[config.mk]
export PLATFORM = sky130hd
export DESIGN_NAME = apb_bridge_ahbl
export DESIGN_NICKNAME = d
export VERILOG_FILES = /design/src/rtl/apb_bridge_ahbl.sv
export SDC_FILE = /design/constraint.sdc
export NUM_CORES = 1
export LEC_CHECK = 0
export BUFFER_PORTS_ARGS = -buffer_cell sky130_fd_sc_hd__clkbuf_2
export CORE_UTILIZATION = 30
export CTS_CLUSTER_SIZE = 8
export DETAILED_ROUTE_END_ITERATION = 16
export GPL_ROUTABILITY_DRIVEN = 1
export HOLD_SLACK_MARGIN = 0.15
export PLACE_DENSITY = 0.61
export SYNTH_ARGS = -nofsm -noshare
export SYNTH_HDL_FRONTEND = slang
export SYNTH_SLANG_ARGS = --single-unit
[constraint.sdc]
create_clock -name pll_core_cpuclk -period 1.89 [get_ports pll_core_cpuclk]
set_input_delay 0.0945 -clock pll_core_cpuclk [delete_from_list [all_inputs] [get_ports pll_core_cpuclk]]
set_output_delay 0.0945 -clock pll_core_cpuclk [all_outputs]
set_load 0.01 [all_outputs]
[src/rtl/apb_bridge_ahbl.sv]
// AHB-Lite slave to APB master bridge with a 16 KB window split into
// four 4 KB APB slots, decode-error checks and an APB access timeout.
//
// Ports
//   pll_core_cpuclk  : clock, rising edge
//   pad_cpu_rst_b    : asynchronous active-low reset
//   bridge_hsel      : AHB-Lite slave select
//   biu_pad_haddr    : AHB address (window [31:14], slot [13:12], offset [11:0])
//   biu_pad_htrans   : AHB transfer type, NONSEQ/SEQ start a transfer
//   biu_pad_hwrite   : 1 = write
//   biu_pad_hsize    : 0 = byte, 1 = half, 2 = word
//   biu_pad_hwdata   : write data, valid in the data phase
//   pad_biu_hrdata   : read data, held until the next completed read
//   pad_biu_hready   : transfer done / slave ready
//   pad_biu_hresp    : 2'b00 = OKAY, 2'b01 = ERROR
//   apb_psel         : one-hot APB slave select
//   apb_penable      : APB access phase
//   apb_paddr        : offset within the slot
//   apb_pwrite       : APB direction
//   apb_pwdata       : APB write data
//   apb_pstrb        : APB byte strobes (zero on reads)
//   apb_prdata       : read data from the selected slave
//   apb_pready       : slave ready
//   apb_pslverr      : slave error

module apb_bridge_ahbl #(
    parameter logic [31:0] BASE_ADDR = 32'h4000_0000,
    parameter logic [7:0]  TIMEOUT   = 8'd255
) (
    input  logic        pll_core_cpuclk,
    input  logic        pad_cpu_rst_b,
    input  logic        bridge_hsel,
    input  logic [31:0] biu_pad_haddr,
    input  logic [1:0]  biu_pad_htrans,
    input  logic        biu_pad_hwrite,
    input  logic [2:0]  biu_pad_hsize,
    input  logic [31:0] biu_pad_hwdata,
    output logic [31:0] pad_biu_hrdata,
    output logic        pad_biu_hready,
    output logic [1:0]  pad_biu_hresp,
    output logic [3:0]  apb_psel,
    output logic        apb_penable,
    output logic [11:0] apb_paddr,
    output logic        apb_pwrite,
    output logic [31:0] apb_pwdata,
    output logic [3:0]  apb_pstrb,
    input  logic [31:0] apb_prdata,
    input  logic        apb_pready,
    input  logic        apb_pslverr
);

    typedef enum logic [2:0] {
        IDLE,
        LATCH,
        SETUP,
        ACCESS,
        RESP,
        ERR1,
        ERR2
    } state_t;

    state_t      state;
    state_t      state_nx;

    logic        phase_req;
    logic        hready_int;
    logic        accept;
    logic        win_err;
    logic        size_err;
    logic        align_err;
    logic        dec_err;
    logic [3:0]  strb_nx;
    logic [1:0]  slot;
    logic [7:0]  timeout_cnt;
    logic [7:0]  timeout_inc;
    logic        psel_on;
    logic        penable_on;
    logic        access_done;

    // A transfer request is NONSEQ or SEQ with the bridge selected.
    assign phase_req = bridge_hsel &&
                       ((biu_pad_htrans == 2'b10) ||
                        (biu_pad_htrans == 2'b11));

    // The bus is only released in states that can take a new phase.
    assign hready_int = (state == IDLE) ||
                        (state == RESP) ||
                        (state == ERR2);

    assign accept = phase_req && hready_int;

    // Decode checks on the live address phase.
    assign win_err   = biu_pad_haddr[31:14] != BASE_ADDR[31:14];
    assign size_err  = biu_pad_hsize > 3'd2;
    assign align_err = ((biu_pad_hsize == 3'd1) && biu_pad_haddr[0]) ||
                       ((biu_pad_hsize == 3'd2) && (|biu_pad_haddr[1:0]));
    assign dec_err   = win_err || size_err || align_err;

    always_comb begin
        strb_nx = 4'b1111;
        case (biu_pad_hsize)
            3'd0:    strb_nx = 4'b0001 << biu_pad_haddr[1:0];
            3'd1:    strb_nx = 4'b0011 << biu_pad_haddr[1:0];
            default: strb_nx = 4'b1111;
        endcase
    end

    assign timeout_inc = timeout_cnt + 8'd1;
    assign access_done = (state == ACCESS) && apb_pready;

    // Next state and bus-phase controls.
    always_comb begin
        state_nx   = state;
        psel_on    = 1'b0;
        penable_on = 1'b0;
        unique case (state)
            IDLE: begin
                if (phase_req) begin
                    state_nx = dec_err ? ERR1 : LATCH;
                end
            end
            LATCH: begin
                state_nx = SETUP;
            end
            SETUP: begin
                psel_on  = 1'b1;
                state_nx = ACCESS;
            end
            ACCESS: begin
                psel_on    = 1'b1;
                penable_on = 1'b1;
                if (apb_pready) begin
                    state_nx = apb_pslverr ? ERR1 : RESP;
                end else if (timeout_inc >= TIMEOUT) begin
                    // Give up: select drops on the ERR1 cycle.
                    state_nx = ERR1;
                end
            end
            RESP, ERR2: begin
                if (phase_req) begin
                    state_nx = dec_err ? ERR1 : LATCH;
                end else begin
                    state_nx = IDLE;
                end
            end
            ERR1: begin
                state_nx = ERR2;
            end
            default: begin
                state_nx = IDLE;
            end
        endcase
    end

    always_ff @(posedge pll_core_cpuclk or negedge pad_cpu_rst_b) begin
        if (!pad_cpu_rst_b) begin
            state <= IDLE;
        end else begin
            state <= state_nx;
        end
    end

    // Address-phase capture and APB/AHB data registers.
    always_ff @(posedge pll_core_cpuclk or negedge pad_cpu_rst_b) begin
        if (!pad_cpu_rst_b) begin
            slot           <= 2'b00;
            apb_paddr      <= 12'h000;
            apb_pwrite     <= 1'b0;
            apb_pstrb      <= 4'h0;
            apb_pwdata     <= 32'h0;
            pad_biu_hrdata <= 32'h0;
            timeout_cnt    <= 8'h00;
        end else begin
            // Erroring phases never reach APB, so the held
            // controls keep describing the last real access.
            if (accept && !dec_err) begin
                slot       <= biu_pad_haddr[13:12];
                apb_paddr  <= biu_pad_haddr[11:0];
                apb_pwrite <= biu_pad_hwrite;
                apb_pstrb  <= biu_pad_hwrite ? strb_nx : 4'h0;
            end
            if ((state == LATCH) && apb_pwrite) begin
                apb_pwdata <= biu_pad_hwdata;
            end
            if (state == SETUP) begin
                timeout_cnt <= 8'h00;
            end else if ((state == ACCESS) && !apb_pready) begin
                timeout_cnt <= timeout_inc;
            end
            if (access_done && !apb_pslverr && !apb_pwrite) begin
                pad_biu_hrdata <= apb_prdata;
            end
        end
    end

    assign apb_psel       = psel_on ? (4'b0001 << slot) : 4'b0000;
    assign apb_penable    = penable_on;
    assign pad_biu_hready = hready_int;
    assign pad_biu_hresp  = ((state == ERR1) || (state == ERR2)) ?
                            2'b01 : 2'b00;

endmodule

# [After elaboration in Yosys (flattened, before gate mapping)]
# Cells that the tools add are included.
[totals] inputBits=107 regBits=94
[classes] reduce_logical=28 shifts=3 order_cmp=2 mux=15 n_eq_ne=13 n_addsub=1
[op_table] operator="18-bit by 17-bit inequality test with 1-bit output, second input constant" count=1
[op_table] operator="3-bit one-hot mux with 6 select lines" count=1
[op_table] operator="8-bit two-way mux" count=2
[op_table] operator="3-bit two-way mux" count=5
[op_table] operator="1-bit logical AND" count=10
[op_table] operator="3-bit by 2-bit == test with 1-bit output, second input constant" count=3
[op_table] operator="3-bit == test, second input constant" count=3
[op_table] operator="8-bit by 1-bit adder with 8-bit output, second input constant" count=1
[op_table] operator="8-bit >= comparator, second input constant" count=1
[op_table] operator="4-bit two-way mux" count=2
[op_table] operator="4-bit one-hot mux with 2 select lines" count=1
[op_table] operator="1-bit by 2-bit << shifter with 4-bit output, first input constant" count=2
[op_table] operator="1-bit logical OR" count=7
[op_table] operator="3-bit by 1-bit == test with 1-bit output, second input constant" count=2
[op_table] operator="3-bit zero test" count=2
[op_table] operator="2-bit OR reduction" count=3
[op_table] operator="2-bit == test, second input constant" count=2
[op_table] operator="1-bit zero test" count=4
[op_table] operator="1-bit two-way mux" count=4
[op_table] operator="2-bit by 2-bit << shifter with 4-bit output, first input constant" count=1
[op_table] operator="3-bit by 2-bit > comparator with 1-bit output, second input constant" count=1
[op_table] operator="3-bit by 2-bit inequality test with 1-bit output, second input constant" count=1
[op_table] operator="2-bit inequality test, second input constant" count=1
[op_table] operator="2-bit AND reduction" count=1
[op_table] operator="2-bit nonzero test" count=1

# [Logic depth before layout (Yosys ltp)]
# Gate-level depths: netlist (run 1).
[logic_depth] word_depth=7 depth_mapped=8 mapped_depth_nobuf=6

# [Worst setup path before layout (run 1)]
# Ideal clock, no wire load.
[synth_timing] path_type="reg-to-reg" from="register state[2]" to="register pad_biu_hrdata[10]" stages_incl_launch_ff=8 t_arrival_ns=1.697 required_ns=1.765 n_path_buf=3 slack_ns=0.068 path_cell_list="dfrtp_1 and2b_1 buf_6 nand2_4 or3_1 buf_6 buf_12 mux2_4"
[synth_between] elab_chain_cells=4
[synth_rtl] item="start, declared" line="62" source="state_t state;"
[synth_rtl] item="start signal, assigned" line="159" source="state <= state_nx;"
[synth_rtl] item="3-bit by 2-bit == test with 1-bit output" line="109" source="assign access_done = (state == ACCESS) && apb_pready;"
[synth_rtl] item="1-bit logical AND" line="109"
[synth_rtl] item="1-bit logical AND (2 in a row)" line="190" source="if (access_done && !apb_pslverr && !apb_pwrite) begin"
[synth_rtl] item="end signal, assigned" line="191" source="pad_biu_hrdata <= apb_prdata;"
[synth_rtl] item="end, declared" line="38" source="output logic [31:0] pad_biu_hrdata,"
# No other way between the ends.
# A chain may end at the register's enable or synchronous reset.

# [Worst setup path in the final report (run 1)]
[layout_timing] from="input biu_pad_hsize[1]" to="register apb_paddr[6]"
[layout_between] elab_chain_cells=6 elab_cells_between_ends=10 classes_between="order compare: 1; eq/ne: 2; reduce/logical: 7"
[layout_rtl] item="start, declared" line="36" source="input logic [2:0] biu_pad_hsize,"
[layout_rtl] item="branches (longest 3 deep; another with 3-bit by 2-bit > comparator with 1-bit output)"
[layout_rtl] item="1-bit logical OR (*)" line="97" source="assign dec_err = win_err || size_err || align_err;"
[layout_rtl] item="1-bit zero test (*)" line="176" source="if (accept && !dec_err) begin"
[layout_rtl] item="1-bit logical AND (*)" line="176"
[layout_rtl] item="end signal, assigned" line="178" source="apb_paddr <= biu_pad_haddr[11:0];"
[layout_rtl] item="end, declared" line="43" source="output logic [11:0] apb_paddr,"
# Every way passes the cells marked *.

==> results of run 1 <==
worst max-delay path by stage:
stage,endpoint,cells after the start
floorplan,pad_biu_hrdata[10],7
global placement,pad_biu_hrdata[6],5
detailed placement,pad_biu_hrdata[12],5
CTS,pad_biu_hrdata[12],5
global route,state[2],8
finish,apb_paddr[6],8
flip-flops by register name, summed over array words and instances (netlist names):
| name | flops |
|---|---|
| apb_paddr | 12 |
| slot | 2 |
| timeout_cnt | 8 |
| apb_pwrite | 1 |
| state | 3 |
| pad_biu_hrdata | 32 |
| apb_pwdata | 32 |
| apb_pstrb | 4 |
cells in the mapped netlist, drive strengths merged (2+ instances only):
| cell | count |
|---|---|
| a22o | 2 |
| o21ai | 7 |
| nand4 | 4 |
| nor3b | 2 |
| a21oi | 5 |
| nor2 | 12 |
| ha | 2 |
| nor4 | 4 |
| nand2 | 23 |
| dfrtp | 94 |
| a31oi | 3 |
| clkbuf | 5 |
| buf | 13 |
| nor3 | 3 |
| mux2 | 81 |
| a21boi | 2 |
| mux2i | 3 |
| nand2b | 2 |
| o31ai | 6 |
| inv | 7 |
| nand4b | 2 |
| xnor2 | 5 |
logic make-up after synthesis:
family                   share of synthesized area
AO/OA/AOI/OAI                               0.0494
XOR/XNOR                                    0.0105
adder cells (fa/ha/maj)                    0.00599
buffers and inverters                       0.0440
flip-flops                                   0.563
multiplexers                                 0.252
other                                     0.000898
AND/OR/NAND/NOR                             0.0737
tightest hold or removal path, stage by stage:
cell and delay, ps:
clkbuf_2 110, o31a_1 130, mux2_2 140
power groups by stage:
stage | Combinational (W) | Sequential, W | Clock [W]
2_1_floorplan | 0.00106 | 0.00282 | 0
3_3_place_gp | 0.00192 | 0.00269 | 0
3_5_place_dp | 0.00197 | 0.00271 | 0
4_1_cts | 0.00211 | 0.00268 | 0.00199
5_1_grt | 0.00231 | 0.00273 | 0.00208
6_report | 0.00214 | 0.00268 | 0.00192
area by class of cell:
cell class	instances	area [µm²]	share of cell area
Sequential cell	94	2350	0.358
Timing Repair Buffer	293	1990	0.302
Multi-Input combinational cell	183	1680	0.255
Clock buffer	12	246	0.0375
Tap cell	176	220	0.0335
Clock inverter	3	68.8	0.0105
Inverter	7	26.3	0.00399
per-stage QoR:
stage,hold WS [ps],instances
2_1_floorplan,-201,302
3_3_place_gp,65.0,666
3_5_place_dp,62.5,666
4_1_cts,151,765
5_1_grt,167,768
6_report,168,768
repair_timing:
action | 4_1_cts | 5_1_grt
gates resized for setup | 0 | 4
hold buffers | 84 | 0
endpoints found under the hold margin | 177 | 0
endpoints found under the setup margin | 0 | 49
buffers inserted | 0 | 2
layout by cell type (no fill, tap or decap), types with 3 or more instances in the layout:
master	netlist	final
inv_1	7	7
nand2_1	22	22
o31ai_1	6	6
mux2_1	3	3
a21oi_1	5	5
nor3_1	3	3
nand4_1	4	4
mux2i_1	3	3
clkbuf_2	0	192
nor4_1	4	4
clkbuf_16	0	10
buf_4	4	12
a31oi_1	3	3
xnor2_1	5	5
mux2_2	48	48
mux2_4	30	30
dfrtp_1	94	93
o21ai_0	7	7
buf_12	3	3
nor2_1	12	12
dlygate4sd3_1	0	84
per-layer routing:
layer / up-vias / global-route usage / share of wire
met3: 21 / 0.0394 / 0.058
met4: 0 / 0.0625 / 0.021
met1: 1642 / 0.171 / 0.41
met5: - / 0 / 0
met2: 134 / 0.257 / 0.51
li1: 1639 / - / -
==> results.toml, run 1 <==
[sta]
skew_ps = 7.55
layout_worst_path_cycle_share = 0.957
relSlewSlack = 0.631
maxSlewViolCount = 0
max_slew.worst_pin.slew_ps = 539
rsz0062_at_grt = "false"
setup_ws_ps = 82.1
final.setup.tns_ps = 0
fmax_mhz = 553
hold_violations = 0
period_minus_slack_ps = 1810
setup_viol = 0

[finish]
drive_above_1_share = 0.519
area_delta_synth_final_pct = 57.5
final_nets = 697
final_util = 0.491
design_area_um2 = 6580
fillers = 1197
n_antenna_cell = 0

[power]
clkPwrFrac = 0.285
p_int_w = 0.00478
power.total_w = 0.00674
cellPowerDensity_nw_per_um2 = 1020
p_leak_nw = 3.46
sw_frac_of_total = 0.291
combPwrFrac = 0.317
seq_power_share = 0.398
power.switching_w = 0.00196
ir_drop_uv = 519

[grt]
grt-ovfl-total = 0
grtUsageTotal = 0.148
antenna_found_initial = 0
grt_max_degree = 49
grt_pass1_vias = 3580
grt_pass1_wl_mm = 16.8

[place]
placed_cell_area_um2 = 5370
place_congestion = 0.753
dp_hpwl_mm = 7.08
numPortBuffers = 193
place_ws_ps = 28.6

[floorplan]
ios = 196
die_w_um = 120
die_height_um = 120
design.core.area_um2 = 13400
start_util = 0.312
num_rows = 42
dieArea_um2 = 14400

[setup_path]
crit_path_top_delay_cell = "dlygate4sd3_1"
cpLargestDelayFamily = "buffers and inverters"
critPathCaptureType = "flip-flop"
path_max_fanout = 19
setup.worst_path.class = "primary input to flip-flop"
r2r_start = "timeout_cnt[0]"
timing.critical_path.buf_inv = 3
reg2reg_depth = 7
cp-startpoint = "biu_pad_hsize[1]"
slowest_delay_ps = 530
worstPathArrival_ps = 2020
r2r_end = "state[2]"
cp_data_required_time_ps = 2100
cp-start-kind = "primary input"
worstPathCellList = "dlygate4sd3_1 > clkbuf_2 > a21oi_1 > o211ai_1 > nor2_1 > nor4b_4 > buf_6 > mux2_2"
r2r_slack_ps = 110

[clock_network]
clock-sinks = 94
htreeDepth = 3
cts_max_path_buffers = 2
clk_pin_slew_ps = 70
cts_buffers = 9
tritoncts = "yes"
root_buffer = "clkbuf_16"
clk-insertion-delay-late_ps = 340

[detailed_routing]
wirelength_mm = 10.9
vias = 3436
avgViaCountPerCell = 4.47
wl_per_cell_um = 14.1
first_pass_iters = 4
drtIter0Drc = 87
detail-route-antenna-nets = 0
drc = 0

[logic_synthesis]
async_flop_share = 1.00
synth_nets = 411
ys.flop_type = "dfrtp_1"
synth_warnings = 0
syn_area_per_cell_um2 = 13.8
synth-seq-area-share = 0.563
synth-seq-cells = 94
postSynthCellCount = 302
syn-cell-area_um2 = 4180
synth_cell_types = 43
synth_edf_count = 0
synth_top_area_frac = 0.563
synthTopCellsByArea = "dfrtp_1 56%, mux2_2 13%, mux2_4 11%"
synth_area_leader_cell = "dfrtp_1"

[worst_hold_path]
min-delay-path-class = "primary input to flip-flop"
min_from = "biu_pad_hsize[2]"
hold_path_end = "apb_pstrb[2]"
min_delay_path_depth = 3

[status]
status = "finished, final reports clean"

[run]
max_cap_viol_count = 0
(Power assumes the default switching activity.)
==> run 2: changes to the inputs <==
Settings changed: PLACE_DENSITY 0.61 to not set.
==> results.toml, run 2 (synthesis gave the netlist of run 1 again) <==
[sta]
fmax_mhz = 561
skew_ps = 9.33
setup_viol = 0
hold_violations = 0
maxSlewViolCount = 0
final.setup.tns_ps = 0
rsz0062_at_grt = "false"
layout_worst_path_cycle_share = 0.942
period_minus_slack_ps = 1780

[power]
power.total_w = 0.00674
clkPwrFrac = 0.282
p_leak_nw = 3.46
power.switching_w = 0.00202
combPwrFrac = 0.323
cellPowerDensity_nw_per_um2 = 1020
ir_drop_uv = 578
p_int_w = 0.00472
seq_power_share = 0.395
sw_frac_of_total = 0.300

[detailed_routing]
wirelength_mm = 10.9
detail-route-antenna-nets = 0
drtIter0Drc = 95
drc = 0
vias = 3485
wl_per_cell_um = 14.1
first_pass_iters = 4
avgViaCountPerCell = 4.53

[finish]
design_area_um2 = 6590
n_antenna_cell = 0
reg_top3 = "apb_pwdata x32, pad_biu_hrdata x32, apb_paddr x12"
fillers = 1186
final_cell_mix = "192 x clkbuf_2, 94 x dfrtp_1, 85 x dlygate4sd3_1"
area_delta_synth_final_pct = 57.7
final_nets = 698
final_common_cell = "clkbuf_2"
drive_above_1_share = 0.520

[floorplan]
design.core.area_um2 = 13400
start_util = 0.312
die_w_um = 120
dieArea_um2 = 14400
num_rows = 42
die_height_um = 120
ios = 196

[grt]
antenna_found_initial = 0
grt_pass1_wl_mm = 17.3
grt_max_degree = 50
grt_pass1_vias = 3651
grt-ovfl-total = 0
grtUsageTotal = 0.154

[status]
status = "finished, final reports clean"

[clock_network]
clk_pin_slew_ps = 70
clock-sinks = 94
tritoncts = "yes"
clk-insertion-delay-late_ps = 340
post_cts_buffers = 0
cts_max_path_buffers = 2
root_buffer = "clkbuf_16"
htreeDepth = 3
cts_buffers = 9

[setup_path]
critPathCaptureType = "flip-flop"
path_max_fanout = 17
cp_data_required_time_ps = 2120
worstPathArrival_ps = 2010
setup.worst_path.class = "primary input to flip-flop"
cp-start-kind = "primary input"

[place]
placed_cell_area_um2 = 5380
dp_hpwl_mm = 6.84
numPortBuffers = 193
place_congestion = 0.750

[run]
max_cap_viol_count = 0

[worst_hold_path]
min-delay-path-class = "primary input to async pin"
## run 2: changes by cell type in the layout (fill, tap and decap cells not counted), sizes merged
cell	change
bufinv	-1
clkbuf	-1
inv	+2
clkinvlp	+1
dlygate4sd3	+1
## run 2: critical path: stages
cell and delay, ps:
dlygate4sd3_1 530, clkbuf_2 120, a21oi_1 120, o211ai_1 90, nor2_1 170, nor4b_4 270, buf_6 240, mux2_2 350
## run 2: power by group through the flow
stage | registers, W | logic (W) | clock network, W
floorplan | 0.00282 | 0.00106 | 0
global placement | 0.00265 | 0.00197 | 0
detailed placement | 0.00267 | 0.00200 | 0
CTS | 0.00265 | 0.00214 | 0.00197
global route | 0.00271 | 0.00236 | 0.00205
finish | 0.00266 | 0.00218 | 0.00190
## run 2: repair_timing
action	4_1_cts	5_1_grt
gates resized for setup	0	3
hold buffers	85	0
endpoints found under the hold margin	177	0
setup endpoints to repair	0	41
## run 2: per-layer routing
layer	wire, µm	part of all wire	GRT usage
met1	4510	0.42	0.174
met3	669	0.062	0.0337
met5	0	0	0
met2	5440	0.50	0.273
met4	242	0.022	0.0773
## run 2: cell type report
type | instances | area [µm²] | area share
repair buffers | 294 | 2000 | 0.303
inverters | 7 | 26.3 | 0.00399
clock inverters | 5 | 63.8 | 0.00968
clock buffers | 11 | 253 | 0.0384
flip-flops and latches | 94 | 2350 | 0.357
well taps | 176 | 220 | 0.0334
multi-input cells | 183 | 1680 | 0.254
## run 2: path summary, 6_finish.rpt
path                                       start            endpoint  slack, ps  cells past startpoint
max in group asynchronous          pad_cpu_rst_b      apb_pwdata[18]       1080                      3
worst max-delay path            biu_pad_hsize[1]        apb_paddr[7]        110                      8
min in group pll_core_cpuclk    biu_pad_haddr[0]        apb_pstrb[0]        180                      4
worst max register to register          state[2]   pad_biu_hrdata[3]        140                      5
worst min-delay path               pad_cpu_rst_b  pad_biu_hrdata[20]        170                      2
worst min register to register     apb_paddr[10]       apb_paddr[10]        490                      1
## run 2: through the flow
| step | std cells | utilization | worst slack, ps | hold slack, ps |
|---|---|---|---|---|
| 2_1_floorplan | 302 | - | 68.3 | -201 |
| 3_3_place_gp | 668 | 0.402 | 27.2 | -15.0 |
| 3_5_place_dp | 668 | 0.402 | 2.86 | -17.3 |
| 4_1_cts | 769 | 0.489 | 45.5 | 152 |
| 5_1_grt | 770 | 0.492 | 3.10 | 178 |
| 6_report | 770 | 0.492 | 109 | 170 |
